$ cat config.mk
export PLATFORM = sky130hd
export DESIGN_NAME = q_mismatch_monitor
export DESIGN_NICKNAME = d
export VERILOG_FILES = /design/src/rtl/mon_pkg.sv /design/src/rtl/q_mismatch_monitor_sync_ff.sv /design/src/rtl/q_mismatch_monitor.sv
export SDC_FILE = /design/constraint.sdc
export NUM_CORES = 1
export LEC_CHECK = 0
export ABC_AREA = 1
export BUFFER_PORTS_ARGS = -buffer_cell sky130_fd_sc_hd__buf_2
export CAP_MARGIN = 0
export CORE_ASPECT_RATIO = 0.7
export CORE_MARGIN = 2
export CORE_UTILIZATION = 35
export DETAILED_ROUTE_END_ITERATION = 6
export GPL_TIMING_DRIVEN = 0
export HOLD_SLACK_MARGIN = 0.03
export PLACE_DENSITY = 0.63
export REMOVE_ABC_BUFFERS = 1
export SYNTH_ARGS = -nofsm -noshare
export SYNTH_HDL_FRONTEND = slang
export SYNTH_SLANG_ARGS = --single-unit
$ cat constraint.sdc
create_clock -name C -period 1.6 [get_ports C]
set_input_delay 0.24 -clock C [delete_from_list [all_inputs] [get_ports C]]
set_output_delay 0.24 -clock C [all_outputs]
set_load 0.005 [all_outputs]
$ cat src/rtl/mon_pkg.sv
// Shared types and helpers for the Q mismatch monitor: FSM states,
// synchronizer reset value and a width-generic saturating increment.
package mon_pkg;

   typedef enum logic [1:0] {
      ST_IDLE   = 2'd0,
      ST_SETTLE = 2'd1,
      ST_RUN    = 2'd2,
      ST_HOLD   = 2'd3
   } mon_state_e;

   localparam logic SYNC_RST_VAL = 1'b1;

   // Callers zero-extend into 64 bits and cast the result back to their width w (w < 64).
   function automatic logic [63:0] sat_inc(input logic [63:0] v, input int unsigned w);
      logic [63:0] lim;
      lim = (64'd1 << w) - 64'd1;
      return (v >= lim) ? lim : v + 64'd1;
   endfunction

endpackage

$ cat src/rtl/q_mismatch_monitor_sync_ff.sv
// Multi-stage input synchronizer; clears to the flip-flop power-up value
// so the compare path never sees X after reset.
module sync_ff
   import mon_pkg::*;
#(
   parameter int unsigned STAGES = 2
) (
   input  logic C,
   input  logic CLR_N,
   input  logic D,
   output logic Q
);

   logic [STAGES-1:0] sr_q;
   logic [STAGES-1:0] sr_d;

   always_comb begin
      sr_d = {sr_q[STAGES-2:0], D};
   end

   always_ff @(posedge C or negedge CLR_N) begin
      if (!CLR_N) begin
         sr_q <= {STAGES{SYNC_RST_VAL}};
      end else begin
         sr_q <= sr_d;
      end
   end

   assign Q = sr_q[STAGES-1];

endmodule

$ cat src/rtl/q_mismatch_monitor.sv
// Compares N synchronised candidate Qs against a golden Q inside an armed
// window; keeps sticky flags, a saturating error count and first-mismatch info.
module q_mismatch_monitor
   import mon_pkg::*;
#(
   parameter int unsigned N           = 2,
   parameter int unsigned SYNC_STAGES = 2,
   parameter int unsigned SETTLE_CYC  = 2,
   parameter int unsigned CNT_W       = 16,
   parameter int unsigned TS_W        = 16
) (
   input  logic             C,
   input  logic             CLR_N,
   input  logic             CE,
   input  logic             GOLD,
   input  logic [N-1:0]     DUT,
   input  logic             ARM,
   input  logic             STOP,
   input  logic             CLEAR,
   output logic             BUSY,
   output logic             MISMATCH,
   output logic [N-1:0]     MISMATCH_VEC,
   output logic [CNT_W-1:0] ERR_CNT,
   output logic [TS_W-1:0]  FIRST_TS,
   output logic [N-1:0]     FIRST_VEC
);

   logic [N:0]   raw;
   logic [N:0]   synced;
   logic [N-1:0] diff;

   assign raw = {GOLD, DUT};

   for (genvar g = 0; g <= N; g++) begin : g_sync
      sync_ff #(.STAGES(SYNC_STAGES)) u_sync (
         .C    (C),
         .CLR_N(CLR_N),
         .D    (raw[g]),
         .Q    (synced[g])
      );
   end

   assign diff = synced[N-1:0] ^ {N{synced[N]}};

   mon_state_e       state_q,  state_d;
   logic [3:0]       settle_q, settle_d;
   logic [TS_W-1:0]  ts_q,     ts_d;
   logic [N-1:0]     vec_q,    vec_d;
   logic [CNT_W-1:0] err_q,    err_d;
   logic [TS_W-1:0]  fts_q,    fts_d;
   logic [N-1:0]     fvec_q,   fvec_d;

   always_comb begin
      state_d  = state_q;
      settle_d = settle_q;
      ts_d     = ts_q;
      vec_d    = vec_q;
      err_d    = err_q;
      fts_d    = fts_q;
      fvec_d   = fvec_q;
      if (CLEAR) begin
         state_d  = ST_IDLE;
         settle_d = '0;
         ts_d     = '0;
         vec_d    = '0;
         err_d    = '0;
         fts_d    = '0;
         fvec_d   = '0;
      end else begin
         unique case (state_q)
            ST_IDLE, ST_HOLD: begin
               if (!STOP && ARM) begin
                  state_d  = ST_SETTLE;
                  settle_d = '0;
                  ts_d     = '0;
                  vec_d    = '0;
                  err_d    = '0;
                  fts_d    = '0;
                  fvec_d   = '0;
               end
            end
            ST_SETTLE: begin
               // Counter counts ignored enabled cycles; leave on the edge that completes them.
               if (STOP) begin
                  state_d = ST_HOLD;
               end else if (SETTLE_CYC == 0) begin
                  state_d = ST_RUN;
               end else if (CE) begin
                  settle_d = settle_q + 4'd1;
                  if (settle_d == 4'(SETTLE_CYC)) begin
                     state_d = ST_RUN;
                  end
               end
            end
            ST_RUN: begin
               if (CE) begin
                  if (diff != '0) begin
                     err_d = CNT_W'(sat_inc(64'(err_q), CNT_W));
                     vec_d = vec_q | diff;
                     if (vec_q == '0) begin
                        fts_d  = ts_q;
                        fvec_d = diff;
                     end
                  end
                  ts_d = TS_W'(sat_inc(64'(ts_q), TS_W));
               end
               if (STOP) begin
                  state_d = ST_HOLD;
               end
            end
         endcase
      end
   end

   always_ff @(posedge C or negedge CLR_N) begin
      if (!CLR_N) begin
         state_q  <= ST_IDLE;
         settle_q <= '0;
         ts_q     <= '0;
         vec_q    <= '0;
         err_q    <= '0;
         fts_q    <= '0;
         fvec_q   <= '0;
      end else begin
         state_q  <= state_d;
         settle_q <= settle_d;
         ts_q     <= ts_d;
         vec_q    <= vec_d;
         err_q    <= err_d;
         fts_q    <= fts_d;
         fvec_q   <= fvec_d;
      end
   end

   assign BUSY         = (state_q == ST_SETTLE) || (state_q == ST_RUN);
   assign MISMATCH     = |vec_q;
   assign MISMATCH_VEC = vec_q;
   assign ERR_CNT      = err_q;
   assign FIRST_TS     = fts_q;
   assign FIRST_VEC    = fvec_q;

endmodule

# Word-level counts from Yosys, hierarchy flattened
# Cells that the tools add are included.
[totals]
mem_bits_rw = 0
reg_bits = 64
romBits = 0
in_bits = 9
out_inout_bits = 38
mem_count = 0
latchBits = 0
[op_classes]
bitwise = 2
order_cmp = 2
n_mux = 37
reduce_logical = 15
add_sub_neg = 3
shifts = 0
multipliers = 0
div_mod_pow = 0
n_eq_ne = 13
[op_table]
columns = ["operator", "n"]
rows = [
  ["16-bit two-way mux", 12],
  ["16-bit one-hot mux with 2 select lines", 3],
  ["16-bit by 1-bit adder with 16-bit output (second input constant)", 2],
  ["16-bit greater-or-equal comparator (second input constant)", 2],
  ["2-bit two-way mux", 14],
  ["3-bit inequality test (second input constant)", 7],
  ["4-bit two-way mux", 4],
  ["4-bit AND reduction", 3],
  ["4-bit inequality test (second input constant)", 2],
  ["2-bit one-hot mux with 2 select lines", 2],
  ["4-bit one-hot mux with 2 select lines", 1],
  ["2-bit one-hot mux with 3 select lines", 1],
  ["3-bit nonzero test", 2],
  ["5-bit AND reduction", 1],
  ["4-bit by 1-bit adder with 4-bit output (second input constant)", 1],
  ["2-bit equality test (second input constant)", 2],
  ["4-bit by 2-bit equality test with 1-bit output (second input constant)", 1],
  ["2-bit logical NOT", 2],
  ["2-bit OR reduction", 2],
  ["3-bit AND reduction", 1],
  ["2-bit by 1-bit equality test with 1-bit output (second input constant)", 1],
  ["2-bit OR", 1],
  ["2-bit nonzero test", 1],
  ["2-bit XOR", 1],
  ["other kinds (3)", 3],
]

# Depth between registers and ports, before layout
[depth]
word_depth = 7
ltp_mapped = 11

# By module
# A second synthesis with hierarchy kept.
[unflattened]
hier_cells = 492
hier_area_um2 = 3671.0
[modules_own_cells]
columns = ["mod", "cells_each", "n_inst", "area_each_um2", "seq_area_each_um2"]
rows = [
  ["q_mismatch_monitor", 486, 1, 3513.4, 1451.4],
  ["sync_ff", 2, 3, 52.6, 52.6],
]

# Worst setup path before layout
# No wires, ideal clock.
[synth_timing]
path_type = "flip-flop to flip-flop"
from = "reg state_q[0]"
to = "reg fts_q[9] (netlist: FIRST_TS[9])"
path_buffers = 1
setup_ns = 0.117
t_arrival_ns = 1.538
synth_period_minus_slack_ns = 1.656
stages_incl_launch_ff = 10
path_slack_ns = -0.056
path_cell_list = "dfrtp_1 -> inv_1 -> ha_1 -> nor2_1 -> a21oi_2 -> a21oi_4 -> nor2_8 -> buf_6 -> nand3_1 -> nand2_1"
[synth_via]
elab_chain_len = 4
word_cells_on_any_way = 12
classes_between = "eq/ne: 6; mux: 2; reduce/logical: 4"
[synth_rtl]
columns = ["element", "line", "text"]
rows = [
  ["start, declared", "q_mismatch_monitor.sv:45", "mon_state_e state_q, state_d;"],
  ["start signal, assigned", "q_mismatch_monitor.sv:125", "state_q <= state_d;"],
  ["2-bit equality test / 2-bit logical NOT (equally long branches)", "q_mismatch_monitor.sv:70", "unique case (state_q)"],
  ["2-bit OR reduction", "q_mismatch_monitor.sv:70", ""],
  ["3-bit inequality test (no line) (tied with other cells)", "-", ""],
  ["5-bit AND reduction (no line) / 16-bit two-way mux (equally long branches)", "-", ""],
  ["end signal, assigned", "q_mismatch_monitor.sv:130", "fts_q <= fts_d;"],
  ["end, declared", "q_mismatch_monitor.sv:50", "logic [TS_W-1:0] fts_q, fts_d;"],
]
# Several ways; a longest one is shown, not always the timed one.
# A chain may end at the register's enable or synchronous reset.

# Worst setup path in the final report
[layout_timing]
from = "reg state_q[1]"
to = "reg fvec_q[1] (netlist: FIRST_VEC[1])"
[layout_via]
elab_chain_len = 4
word_cells_on_any_way = 12
classes_between = "eq/ne: 6; mux: 2; reduce/logical: 4"
[layout_rtl]
columns = ["element", "line", "text"]
rows = [
  ["2-bit equality test / 2-bit logical NOT (equally long branches)", "q_mismatch_monitor.sv:70", ""],
  ["2-bit OR reduction", "q_mismatch_monitor.sv:70", ""],
  ["3-bit inequality test (no line) (tied with other cells)", "-", ""],
  ["5-bit AND reduction (no line) / 2-bit two-way mux (equally long branches)", "-", ""],
  ["end signal, assigned", "q_mismatch_monitor.sv:131", "fvec_q <= fvec_d;"],
  ["end, declared", "q_mismatch_monitor.sv:51", "logic [N-1:0] fvec_q, fvec_d;"],
]
# Several ways; a longest one is shown, not always the timed one.

==> results by group <==
Worst setup path
  – Worst Path Arrival: 1.99 ns
  – CP Data Required Time: 1.87 ns
  – CP Max Fanout: 5
  – Critical path start-end classification: reg2reg
  – Worst setup EP type: flip-flop
  – Worst Setup Start Kind: flip-flop

Placement
  – Port bufs: 46
  – Routability congestion estimate: 0.917
  – Dpl cell area: 3920 sq um
  – DP HPWL: 5930 um
  – Placed cell count: 661

Power and ir drop
  – Leakage: 0.00258 uW
  – Worst vdd ir: 0.000583 V
  – Pwr Density: 1280 nW/um^2

Synthesis
  – Ys Warns: 0
  – Top cells by instance count after synthesis: 196 x nand2_1, 59 x nand3_1, 58 x dfrtp_1, 46 x inv_1, 42 x nor2_1
  – Most frequent cell after synthesis: nand2_1
  – Synth cell types: 29
  – Seq/Total Area, Yosys: 0.447
  – Synth Area per Inst: 7.25 sq um
  – Post-synth EDFFs: 0
  – Area fraction of the dominant cell type after synthesis: 0.403
  – Biggest area consumer among synthesized cells: dfrtp_1
  – Post-synthesis async set-or-reset flop share: 1.00
  – FF+latch count, synth: 64
  – Synthesized cell area: 3600 sq um
  – Top cells by area, synth: dfrtp_1 40%, nand2_1 20%, nand3_1 8.2%
  – Synth Flop Type: dfrtp_1
  – Mapped Cells: 496

Run status
  – Status: finished, violations left
  – Failing checks: hold timing, setup timing

Timing
  – Clock Skews: 0.00714 ns
  – Final Max Tran Viols: 0
  – Final period utilization: 1.08
  – Final min period: 1.72 ns
  – Hold WS: -0.000835 ns
  – Setup TNS: -2.65 ns
  – Relative slew slack: 0.450
  – Worst setup margin: -0.121 ns
  – Fin. Hold Viols: 1
  – RSZ-0062 raised after global routing: yes
  – Worst slew pin tran: 0.825 ns
  – FMAX: 581 MHz
  – Final setup vio count: 49

Clock network
  – H-tree depth: 3
  – Root Buffer Master: clkbuf_16
  – Clock Sinks: 64
  – TritonCTS Buffers: 9
  – Worst-path clk slew: 0.06 ns
  – CTS tree: yes
  – Clock buffer depth: 2
  – Clk Latency, worst-skew pair: 0.33 ns

Global routing
  – Largest net degree at the start of global routing: 65
  – Vias in the first global route: 3284
  – Total congestion overflow: 0
  – Global-route wire length before repair: 16400 um
  – Antenna violations before repair: 0
  – Total track usage: 0.188

Detailed routing
  – Vias per inst: 5.09
  – ANT nets after route: 0
  – Initial DRC Count: 233
  – 1st-pass router iterations: 6
  – Detailed-route DRC error count: 0
  – Wire length per cell: 14.5 um
  – Total wire length: 10300 um
  – Via Count: 3612

Finish
  – Area grow syn2layout: 36.0%
  – Non-filler instance count after layout: 710
  – N_diodes: 0
  – Final Util: 0.498
  – Fin nets: 592
  – Layout cell share with drive strength beyond 1: 0.280
  – Finished Cell Area: 4890 sq um

Floorplan
  – Die Footprint: 11100 sq um
  – Die Width: 125 um
  – Starting density of the core: 0.366
  – Num rows: 30
  – Die height: 88.8 um
  – Ports: 47
  – Core ar.: 9830 sq um

Run
  – MaxCap Viol Count: 0

Min path
  – Tightest Hold Check Type: in2async
logic make-up (layout without fill, tap and decap cells):
| logic type | count (synthesis) | after routing | share of synthesized area |
|---|---|---|---|
| DFF | 64 | 64 | 0.447 |
| adders and majority gates | 6 | 6 | 0.0209 |
| buffers and inverters | 57 | 136 | 0.0695 |
| AOI/OAI and AO/OA | 38 | 38 | 0.0577 |
| xor gates and xnor gates | 9 | 9 | 0.0219 |
| and+or+nand+nor | 322 | 329 | 0.383 |
flip-flops by register name (all words and copies together), names as in the netlist:
| name | count |
|---|---|
| ts_q | 16 |
| FIRST_TS | 16 |
| FIRST_VEC | 2 |
| MISMATCH_VEC | 2 |
| state_q | 2 |
| g_sync.u_sync.sr_q | 6 |
| settle_q | 4 |
| ERR_CNT | 16 |
layer usage:
metal	part of all wire	track usage	wire (um)	vias to the layer above
li1	-	-	-	1768
met1	0.45	0.253	4610	1657
met2	0.45	0.297	4670	162
met3	0.079	0.0514	810	25
met4	0.020	0.0616	206	0
met5	0	0	0	-
worst max-delay path, cell delays in order, from the launching register on:
cell     delay (ns)
dfrtp_1        0.40
ha_4           0.31
nor2_4         0.05
a21oi_2        0.14
buf_4          0.15
a21oi_4        0.06
buf_6          0.13
nor2_4         0.23
nand3_2        0.11
nand2_1        0.08
area by class of cell:
| cell class | instances | area (sq um) |
|---|---|---|
| Timing Repair inverter | 1 | 16.3 |
| Timing Repair Buffer | 71 | 484 |
| Sequential cell | 64 | 1610 |
| Fill cell | 915 | 4940 |
| Multi-Input combinational cell | 382 | 2080 |
| Tap cell | 128 | 160 |
| Clock buffer | 11 | 253 |
| Clock inverter | 5 | 103 |
| Inverter | 48 | 193 |
power by group:
part / total [uW] / switching (uW) / internal, uW
Sequential: 1770 / 68.6 / 1700
Combinational: 2200 / 1350 / 844
Clock: 2310 / 712 / 1600
cell usage in the layout, fill, tap and decap left out, types with 5 or more instances in the layout:
cell	count
nand2_1	172
dfrtp_1	57
nand3_1	52
buf_2	45
inv_1	44
nor2_1	35
o21ai_0	24
nand2_2	22
buf_4	12
nor2_4	11
nand4_1	10
clkbuf_16	9
nand3_2	7
xor2_1	7
buf_6	7
o21ai_2	6
dfstp_2	6
nand3_4	5
ha_1	5
final timing paths:
kind	end	slack, ns	from	cells past startpoint
worst max-delay path	FIRST_VEC[1]	-0.12	state_q[1]	9
worst min-delay path	ts_q[14]	-0.0008	CLR_N	1
worst max register to register	FIRST_VEC[1]	-0.12	state_q[1]	9
worst min register to register	g_sync[1].u_sync.sr_q[1]	0.35	g_sync[1].u_sync.sr_q[0]	0
max in group asynchronous	ts_q[0]	1.00	CLR_N	1
min in group C	MISMATCH_VEC[0]	0.31	CLEAR	4
per-stage QoR:
stage	power, uW	setup WS, ns
final	6280	-0.121
after global routing	6520	-0.168
after CTS	6140	-0.0398
after detailed placement	2910	-0.674
after global placement	2880	-0.633
after floorplan	2530	-0.203
repair_timing:
action                                  4_1_cts  5_1_grt
setup buffers                                20        3
gates cloned                                  8        1
endpoints found under the setup margin       55       58
hold buffers                                  3        0
gates resized for setup                      41       56
endpoints found under the hold margin         3        0
pin swaps                                    13       22
Note: power is estimated with default switching activity, not from simulation.
